### config.mk
export PLATFORM = sky130hd
export DESIGN_NAME = decoder_seq_onehot
export DESIGN_NICKNAME = d
export VERILOG_FILES = /design/src/rtl/decoder_seq_onehot.sv
export SDC_FILE = /design/constraint.sdc
export NUM_CORES = 1
export LEC_CHECK = 0
export CORE_MARGIN = 4
export CORE_UTILIZATION = 41
export CTS_BUF_LIST = sky130_fd_sc_hd__clkbuf_8
export DETAILED_ROUTE_END_ITERATION = 10
export PLACE_DENSITY_LB_ADDON = 0.15
export SYNTH_ARGS = -nofsm -noshare
export SYNTH_HDL_FRONTEND = slang
export SYNTH_SLANG_ARGS = --single-unit
### constraint.sdc
create_clock -name clk -period 1.5 [get_ports clk]
set_input_delay 0.375 -clock clk [delete_from_list [all_inputs] [get_ports clk]]
set_output_delay 0.375 -clock clk [all_outputs]
set_load 0.03 [all_outputs]
### src/rtl/decoder_seq_onehot.sv
// Binary-to-one-hot decoder with registered outputs and an index counter
// that can follow sel directly, scan up/down to LAST, or single-step.
module decoder_seq_onehot #(
    parameter int N    = 3,
    parameter int LAST = 2**N - 1
) (
    input  logic              clk,
    input  logic              rst_n,
    input  logic              en,
    input  logic [1:0]        mode,
    input  logic [N-1:0]      sel,
    input  logic              load,
    input  logic              step,
    output logic [2**N-1:0]   y,
    output logic [N-1:0]      idx,
    output logic              valid,
    output logic              wrap
);

    localparam int W = 2**N;
    localparam logic [N-1:0] LAST_V = N'(LAST);

    typedef enum logic [1:0] {
        MODE_DIRECT    = 2'b00,
        MODE_SCAN_UP   = 2'b01,
        MODE_SCAN_DOWN = 2'b10,
        MODE_STEP      = 2'b11
    } mode_e;

    mode_e          mode_s;
    logic [N-1:0]   cnt_q, cnt_d;
    logic [N-1:0]   sel_clamp, cnt_inc, cnt_dec;
    logic           up_wrap, dn_wrap;
    logic           wrap_q, wrap_d;
    logic           valid_q, valid_d;
    logic [W-1:0]   y_q, y_d, dec;

    assign mode_s = mode_e'(mode);

    // Counts above LAST (left over from DIRECT) wrap on the next up-advance.
    always_comb begin
        sel_clamp = (sel > LAST_V) ? LAST_V : sel;
        up_wrap   = (cnt_q >= LAST_V);
        cnt_inc   = up_wrap ? '0 : cnt_q + N'(1);
        dn_wrap   = (cnt_q == '0);
        cnt_dec   = dn_wrap ? LAST_V : cnt_q - N'(1);
    end

    always_comb begin
        cnt_d  = cnt_q;
        wrap_d = 1'b0;
        if (en) begin
            case (mode_s)
                MODE_DIRECT: cnt_d = sel;
                MODE_SCAN_UP: begin
                    if (load) begin
                        cnt_d = sel_clamp;
                    end else begin
                        cnt_d  = cnt_inc;
                        wrap_d = up_wrap;
                    end
                end
                MODE_SCAN_DOWN: begin
                    if (load) begin
                        cnt_d = sel_clamp;
                    end else begin
                        cnt_d  = cnt_dec;
                        wrap_d = dn_wrap;
                    end
                end
                MODE_STEP: begin
                    if (load) begin
                        cnt_d = sel_clamp;
                    end else if (step) begin
                        cnt_d  = cnt_inc;
                        wrap_d = up_wrap;
                    end
                end
                default: cnt_d = cnt_q;
            endcase
        end
    end

    // Decode the next count so y and idx always update together.
    generate
        for (genvar gi = 0; gi < W; gi++) begin : g_dec
            assign dec[gi] = (cnt_d == N'(gi));
        end
    endgenerate

    always_comb begin
        y_d     = en ? dec : '0;
        valid_d = en;
    end

    always_ff @(posedge clk) begin
        if (!rst_n) begin
            cnt_q   <= '0;
            y_q     <= '0;
            valid_q <= 1'b0;
            wrap_q  <= 1'b0;
        end else begin
            cnt_q   <= cnt_d;
            y_q     <= y_d;
            valid_q <= valid_d;
            wrap_q  <= wrap_d;
        end
    end

    assign y     = y_q;
    assign idx   = cnt_q;
    assign valid = valid_q;
    assign wrap  = wrap_q;

endmodule

==> results by group, run 1 <==
Run status
  • Status: complete, but fails checks
  • Violated checks: negative setup slack

Timing
  • Worst slew pin tran: 0.332 ns
  • WHS: 0.552 ns
  • Final worst setup slack: -0.175 ns
  • Slew headroom: 77.7%
  • Tmin final: 1.68 ns
  • RSZ-0062 raised after global routing: yes
  • Max Transition Viols Final: 0
  • Period utilization: 112%
  • Setup violators final: 9
  • F_max: 597 MHz
  • Final Skew: 0.000627 ns
  • Final hold viol count: 0

Clock network
  • Clock transition at path regs: 0.05 ns
  • Clock sink total: 13
  • CTS H-Tree Depth: 1
  • CTS tree: built
  • Clk Tree Root Cell: clkbuf_8
  • Clock buffer depth: 2
  • CTS Buf Count: 3
  • Clock Latency Late Sink: 0.24 ns

Yosys
  • Mapped Nets: 88
  • Area leader, netlist: dfxtp_1
  • Distinct cells, synth: 32
  • Cell count after synthesis: 74
  • Avg Cell Area, Syn: 9.08 µm²
  • Synth warn: 0
  • Leading post-synthesis cells by cell area: dfxtp_1 39%, ha_1 7.4%, and3_1 3.7%, nor3_1 3.7%, o21ai_0 3.7%
  • Sequential area share after synthesis: 38.7%
  • Post-Syn Area: 672 µm²
  • Top-area cell type share of the netlist area: 38.7%
  • #FFs+latches synth: 13

Layout
  • Fillers: 123
  • P&R area growth vs syn: 71.1%
  • Sequential cell area: 268 µm²
  • Final Non-Filler Cells: 132
  • Fin nets: 131
  • Footprint of the multi-input gates: 467 µm²
  • Commonest non-fill, non-tap cells in the layout: 19 x buf_4, 15 x dlygate4sd2_1, 11 x dfxtp_1
  • Antenna diodes: 0
  • Fraction of layout cells with a size suffix above 1: 38.8%
  • Commonest non-fill, non-tap cell in the layout: buf_4

Place
  • Routability Congestion: 0.868
  • # port buffers: 22
  • Placed cell count: 127
  • Dpl hpwl: 1330 µm

Setup path
  • Worst Setup Start Kind: register
  • Critical Path RT: 1.68 ns
  • CP endpoint kind: register
  • CP arrival: 1.86 ns
  • CP Max Fanout: 4
  • Critical path class: register to register

Floorplanning
  • DIE HEIGHT: 48.5 µm
  • # IOs: 23
  • Die footprint: 0.00235 mm²
  • Placeable core region: 0.00152 mm²
  • Rows: 14
  • Initial Util: 44.1%
  • Die width: 48.5 µm

Detailed routing
  • Antenna-violating nets left: 0
  • Drt pass-1 iters: 4
  • Drt initial violations: 7
  • Via count: 693
  • Avg Vias per Cell: 5.25
  • Final wirelength: 1760 µm
  • DRC: 0
  • WL/cell: 13.3 µm

GRT
  • Largest net degree at the start of global routing: 8
  • Vias in the first global route: 637
  • GRT overflow: 0
  • Initial antenna violation count: 0
  • First-pass GRT wire length: 2750 µm
  • Total global-route track usage: 14.7%

Run
  • MaxCap Viol Count: 0

Power
  • LEAKAGE: 0.551 nW
  • Clock share of power: 31.6%
  • Gate power share: 28.7%
  • Total Power: 0.000939 W
  • Sequential share of power: 39.7%
  • Pwr per Cell Area: 817 mW/mm²
  • Peak VDD IR: 521 µV
  • Sw Share: 28.7%
  • NetSw: 0.000270 W
  • Internal: 0.000670 W

Min path
  • Worst min path class: input pin to register
## through the flow
stage | instance area, µm² | setup WS, ns | TNS [ns] | util (%)
global route | 1150 | -0.234 | -1.74 | 75.5
global placement | 1030 | -0.507 | -5.17 | 67.5
CTS | 1110 | -0.210 | -1.52 | 72.8
detailed placement | 1030 | -0.534 | -5.45 | 67.5
finish | 1150 | -0.175 | -1.22 | 75.5
floorplan | 684 | -0.200 | -1.51 | -
## cell type report
cell class / count / area share (%)
multi-input combinational: 55 / 40.6
timing repair buffer: 39 / 28.4
sequential: 13 / 23.3
clock buffer: 3 / 3.59
inverter: 5 / 2.07
tap: 16 / 1.74
clock inverter: 1 / 0.326
## power groups by stage
stage                     clock (W)  sequential [W]  combinational [W]
after floorplan                   0        0.000409          0.0000941
after global placement            0        0.000377           0.000237
after detailed placement          0        0.000378           0.000241
after CTS                  0.000305        0.000373           0.000250
after global routing       0.000322        0.000375           0.000292
final                      0.000297        0.000373           0.000270
## routing by layer
| metal | vias up | track usage [%] | routed length (µm) |
|---|---|---|---|
| met5 | - | 0 | 0 |
| met4 | 0 | 5.38 | 8 |
| met3 | 2 | 5.21 | 121 |
| met2 | 21 | 24.3 | 840 |
| met1 | 317 | 17.3 | 787 |
| li1 | 353 | - | - |
## worst max-delay path, cell delays in order (launching register included)
cell	delay, ns
dfxtp_4	0.37
inv_4	0.04
ha_4	0.15
or3_4	0.38
a21oi_2	0.13
o2111a_2	0.23
a221o_1	0.17
and3_1	0.16
## what timing repair did
action                     CTS  global route
gates resized for setup     28            10
setup endpoints to repair   22            11
buffers inserted             1             1
hold buffers                 0             0
pin swaps                   14             2
## cells in the mapped netlist (all sizes together)
library cell  count
nand2b            1
inv               5
nor2              4
a221oi            1
o21ai             5
and2              2
nor2b             3
o211ai            1
nor3              6
o21a              1
dfxtp            13
and2b             1
a22oi             1
o211a             1
and3              4
buf               1
nor3b             1
a221o             1
o21bai            1
nand4             1
o2111a            1
a21boi            1
mux2i             1
a21oi             4
a21o              1
or3               1
o31ai             1
nand2             4
ha                4
a31oi             2
## cells by family after synthesis
logic type / after synthesis / share of synthesized area (%)
simple gates: 28 / 24.4
compound gates: 22 / 23.5
flops: 13 / 38.7
buf+inv: 6 / 4.47
fa+ha+maj: 4 / 7.45
mux: 1 / 1.49
## state kept, by name, summed over array words and instances, names as in the netlist
name and flops:
y 8, valid 1, idx 3, wrap 1
## path summary, 6_finish.rpt
| check | from | slack [ns] | cells past startpoint | endpoint |
|---|---|---|---|---|
| max reg2reg | idx[0] | -0.18 | 7 | y[3] |
| max | idx[0] | -0.18 | 7 | y[3] |
| min reg2reg | idx[0] | 0.71 | 2 | idx[0] |
| min | en | 0.55 | 2 | idx[0] |
Power figures use the tool's default switching activity.
==> run 2: changes to the inputs <==
Settings changed: CORE_AREA from default to 4 4 41 43, CORE_MARGIN 4 to default, CORE_UTILIZATION 41 to default, CTS_BUF_LIST sky130_fd_sc_hd__clkbuf_8 to sky130_fd_sc_hd__clkbuf_4 sky130_fd_sc_hd__clkbuf_8 sky130_fd_sc_hd__clkbuf_16, DIE_AREA from default to 0 0 45 47, DONT_BUFFER_PORTS from default to 1.
==> run 2 against run 1 <==
  * The run still ends with negative setup slack left
  * Sequential share of layout area is 6.4 points higher
  * First-iteration DRC count grew 14%
  * Design area fell by 21%
  * Via count decreased by 11%
  * Critical path type unchanged
==> results by group, run 2 (synthesis results as in run 1) <==
GRT
  • Largest net degree at the start of global routing: 10 (+2)
  • Initial antenna violation count: 0 (unchanged)
  • GRT overflow: 0 (unchanged)
  • Vias in the first global route: 599 (-6.0%)
  • First-pass GRT wire length: 2650 µm (-3.5%)
  • Total global-route track usage: 17.7% (+3.0 points)

Run status
  • Violated checks: negative setup slack
  • Status: complete, but fails checks

Layout
  • Max reg flops: 8 (unchanged)
  • P&R area growth vs syn: 34.8%
  • Commonest non-fill, non-tap cell in the layout: buf_4
  • Fraction of layout cells with a size suffix above 1: 44.9% (+6.2 points)
  • Sequential cell area: 269 µm² (+0.47%)
  • Footprint of the multi-input gates: 474 µm² (+1.6%)
  • Fin nets: 104 (-21%)
  • Commonest non-fill, non-tap cells in the layout: 12 x buf_4, 10 x dfxtp_1, 4 x nor2_1, 4 x and3_1, 4 x clkbuf_4
  • Final Non-Filler Cells: 104 (-21%)
  • Fillers: 115 (-6.5%)
  • Antenna diodes: 0 (unchanged)
  • Final Cell Area: 906 µm² (-21%)

Power
  • Internal: 0.000574 W (-14%)
  • Gate power share: 23.6% (-5.1 points)
  • Pwr per Cell Area: 895 mW/mm² (+9.5%)
  • Sequential share of power: 48.7% (+9.0 points)
  • Clock share of power: 27.7% (-3.9 points)
  • Sw Share: 29.2% (+0.46 points)
  • Peak VDD IR: 588 µV (+13%)
  • NetSw: 0.000236 W (-12%)
  • LEAKAGE: 0.381 nW (-31%)

Timing
  • RSZ-0062 raised after global routing: yes
  • Max Transition Viols Final: 0 (unchanged)
  • Final Skew: 0.0121 ns (+0.0115 ns)
  • Final worst setup slack: -0.236 ns (-0.0607 ns)
  • Slew headroom: 69.9% (-7.8 points)
  • Worst slew pin tran: 0.446 ns (+0.114 ns)
  • Setup violators final: 9 (unchanged)
  • Tmin final: 1.74 ns (+0.0607 ns)
  • Period utilization: 116% (+4.0 points)
  • F_max: 576 MHz (-3.5%)
  • Final hold viol count: 0 (unchanged)

Floorplanning
  • Die footprint: 0.00212 mm² (-10%)
  • DIE HEIGHT: 47 µm (-3.1%)
  • Initial Util: 51.6% (+7.5 points)
  • Placeable core region: 0.00130 mm² (-15%)
  • Rows: 13 (-1)
  • Die width: 45 µm (-7.2%)
  • # IOs: 23 (unchanged)

Place
  • Post-DP Area: 759 µm² (-26%)
  • Placed cell count: 97 (-24%)
  • Dpl hpwl: 1190 µm (-11%)
  • Routability Congestion: 0.873 (+0.60%)
  • # port buffers: 0 (-100%)

Detailed routing
  • Antenna-violating nets left: 0 (unchanged)
  • Final wirelength: 1720 µm (-2.2%)
  • Avg Vias per Cell: 5.94 (+13%)
  • WL/cell: 16.5 µm (+24%)
  • Drt initial violations: 8 (+1)
  • Via count: 618 (-11%)
  • Drt pass-1 iters: 4 (unchanged)
  • DRC: 0 (unchanged)

Clock network
  • Clk Tree Root Cell: clkbuf_4
  • Clock Latency Late Sink: 0.27 ns (+0.03 ns)
  • CTS H-Tree Depth: 1 (unchanged)
  • Clock buffer depth: 2 (unchanged)
  • CTS tree: built
  • Clock transition at path regs: 0.08 ns (+0.03 ns)
  • Clock sink total: 13 (unchanged)
  • CTS Buf Count: 3 (unchanged)

Setup path
  • CP Max Fanout: 4 (unchanged)
  • Worst Setup Start Kind: register
  • Crit path max-delay family: compound AO/OA/AOI/OAI gates
  • Buf/Inv on CP: 1 (unchanged)
  • CP endpoint kind: register
  • Critical path's slowest cell: dfxtp_4
  • Critical Path RT: 1.71 ns (+0.03 ns)
  • Critical Path, Cell by Cell: inv_4, ha_4, or3_4, a21oi_2, o2111a_2, a221o_1, and3_1
  • CP peak stage delay: 0.39 ns (about the same)
  • Critical path class: register to register
  • CP arrival: 1.95 ns (+0.09 ns)

Min path
  • Worst min path class: input pin to register

Run
  • MaxCap Viol Count: 0 (unchanged)
run 2: changes by cell type in the layout (fill, tap and decap cells not counted), sizes merged:
| cell | previous run | this run |
|---|---|---|
| buf | 19 | 12 |
| clkbuf | 3 | 4 |
| clkdlybuf4s50 | 4 | 0 |
| dlygate4sd2 | 15 | 0 |
| dlymetal6s2s | 1 | 0 |
| inv | 6 | 5 |
run 2: metrics by stage:
stage	setup TNS (ns)	util, %	worst slack (ns)	total power, W	hold WS [ns]
2_1_floorplan	-1.51	-	-0.200	0.000503	0.496
3_3_place_gp	-2.00	58.4	-0.261	0.000544	0.499
3_5_place_dp	-2.15	58.4	-0.275	0.000547	0.507
4_1_cts	-1.52	63.7	-0.206	0.000787	0.229
5_1_grt	-2.19	69.6	-0.313	0.000852	0.222
6_report	-1.54	69.6	-0.236	0.000811	0.231
run 2: layout make-up:
| class | instances | area share (%) |
|---|---|---|
| well taps | 15 | 2.07 |
| inverters | 5 | 2.62 |
| clock buffers | 4 | 3.31 |
| flip-flops and latches | 13 | 29.7 |
| multi-input cells | 55 | 52.3 |
| repair buffers | 12 | 9.94 |
run 2: power groups by stage:
| stage | clock network, W | logic, W | registers, W |
|---|---|---|---|
| final | 0.000224 | 0.000191 | 0.000395 |
| after global routing | 0.000245 | 0.000210 | 0.000397 |
| after CTS | 0.000231 | 0.000164 | 0.000392 |
| after detailed placement | 0 | 0.000149 | 0.000398 |
| after global placement | 0 | 0.000147 | 0.000398 |
| after floorplan | 0 | 0.0000941 | 0.000409 |
run 2: path summary, 6_finish.rpt:
kind / start / end / slack, ns / cells after the start
setup / recovery: idx[1] / y[3] / -0.24 / 7
hold / removal: rst_n / idx[0] / 0.23 / 1
hold reg to reg: idx[0] / idx[0] / 0.68 / 2
setup reg to reg: idx[1] / y[3] / -0.24 / 7
run 2: worst register-to-register path: stages, from the launching register on:
cell	delay, ns
dfxtp_4	0.39
inv_4	0.05
ha_4	0.15
or3_4	0.38
a21oi_2	0.13
o2111a_2	0.24
a221o_1	0.19
and3_1	0.17
run 2: timing repair:
item                                    4_1_cts  5_1_grt
endpoints found under the setup margin       10       11
hold buffers                                  0        0
pin swaps                                     8        7
buffers inserted                              1        2
hold endpoints to repair                      0        0
resized for setup                             8       14
run 2: per-layer routing:
layer | vias up | share of wire [%] | global-route usage, %
met2 | 30 | 45 | 27.1
met5 | - | 0 | 0
met3 | 2 | 12 | 7.28
met4 | 0 | 0.70 | 3.51
met1 | 284 | 43 | 23.5
li1 | 302 | - | -
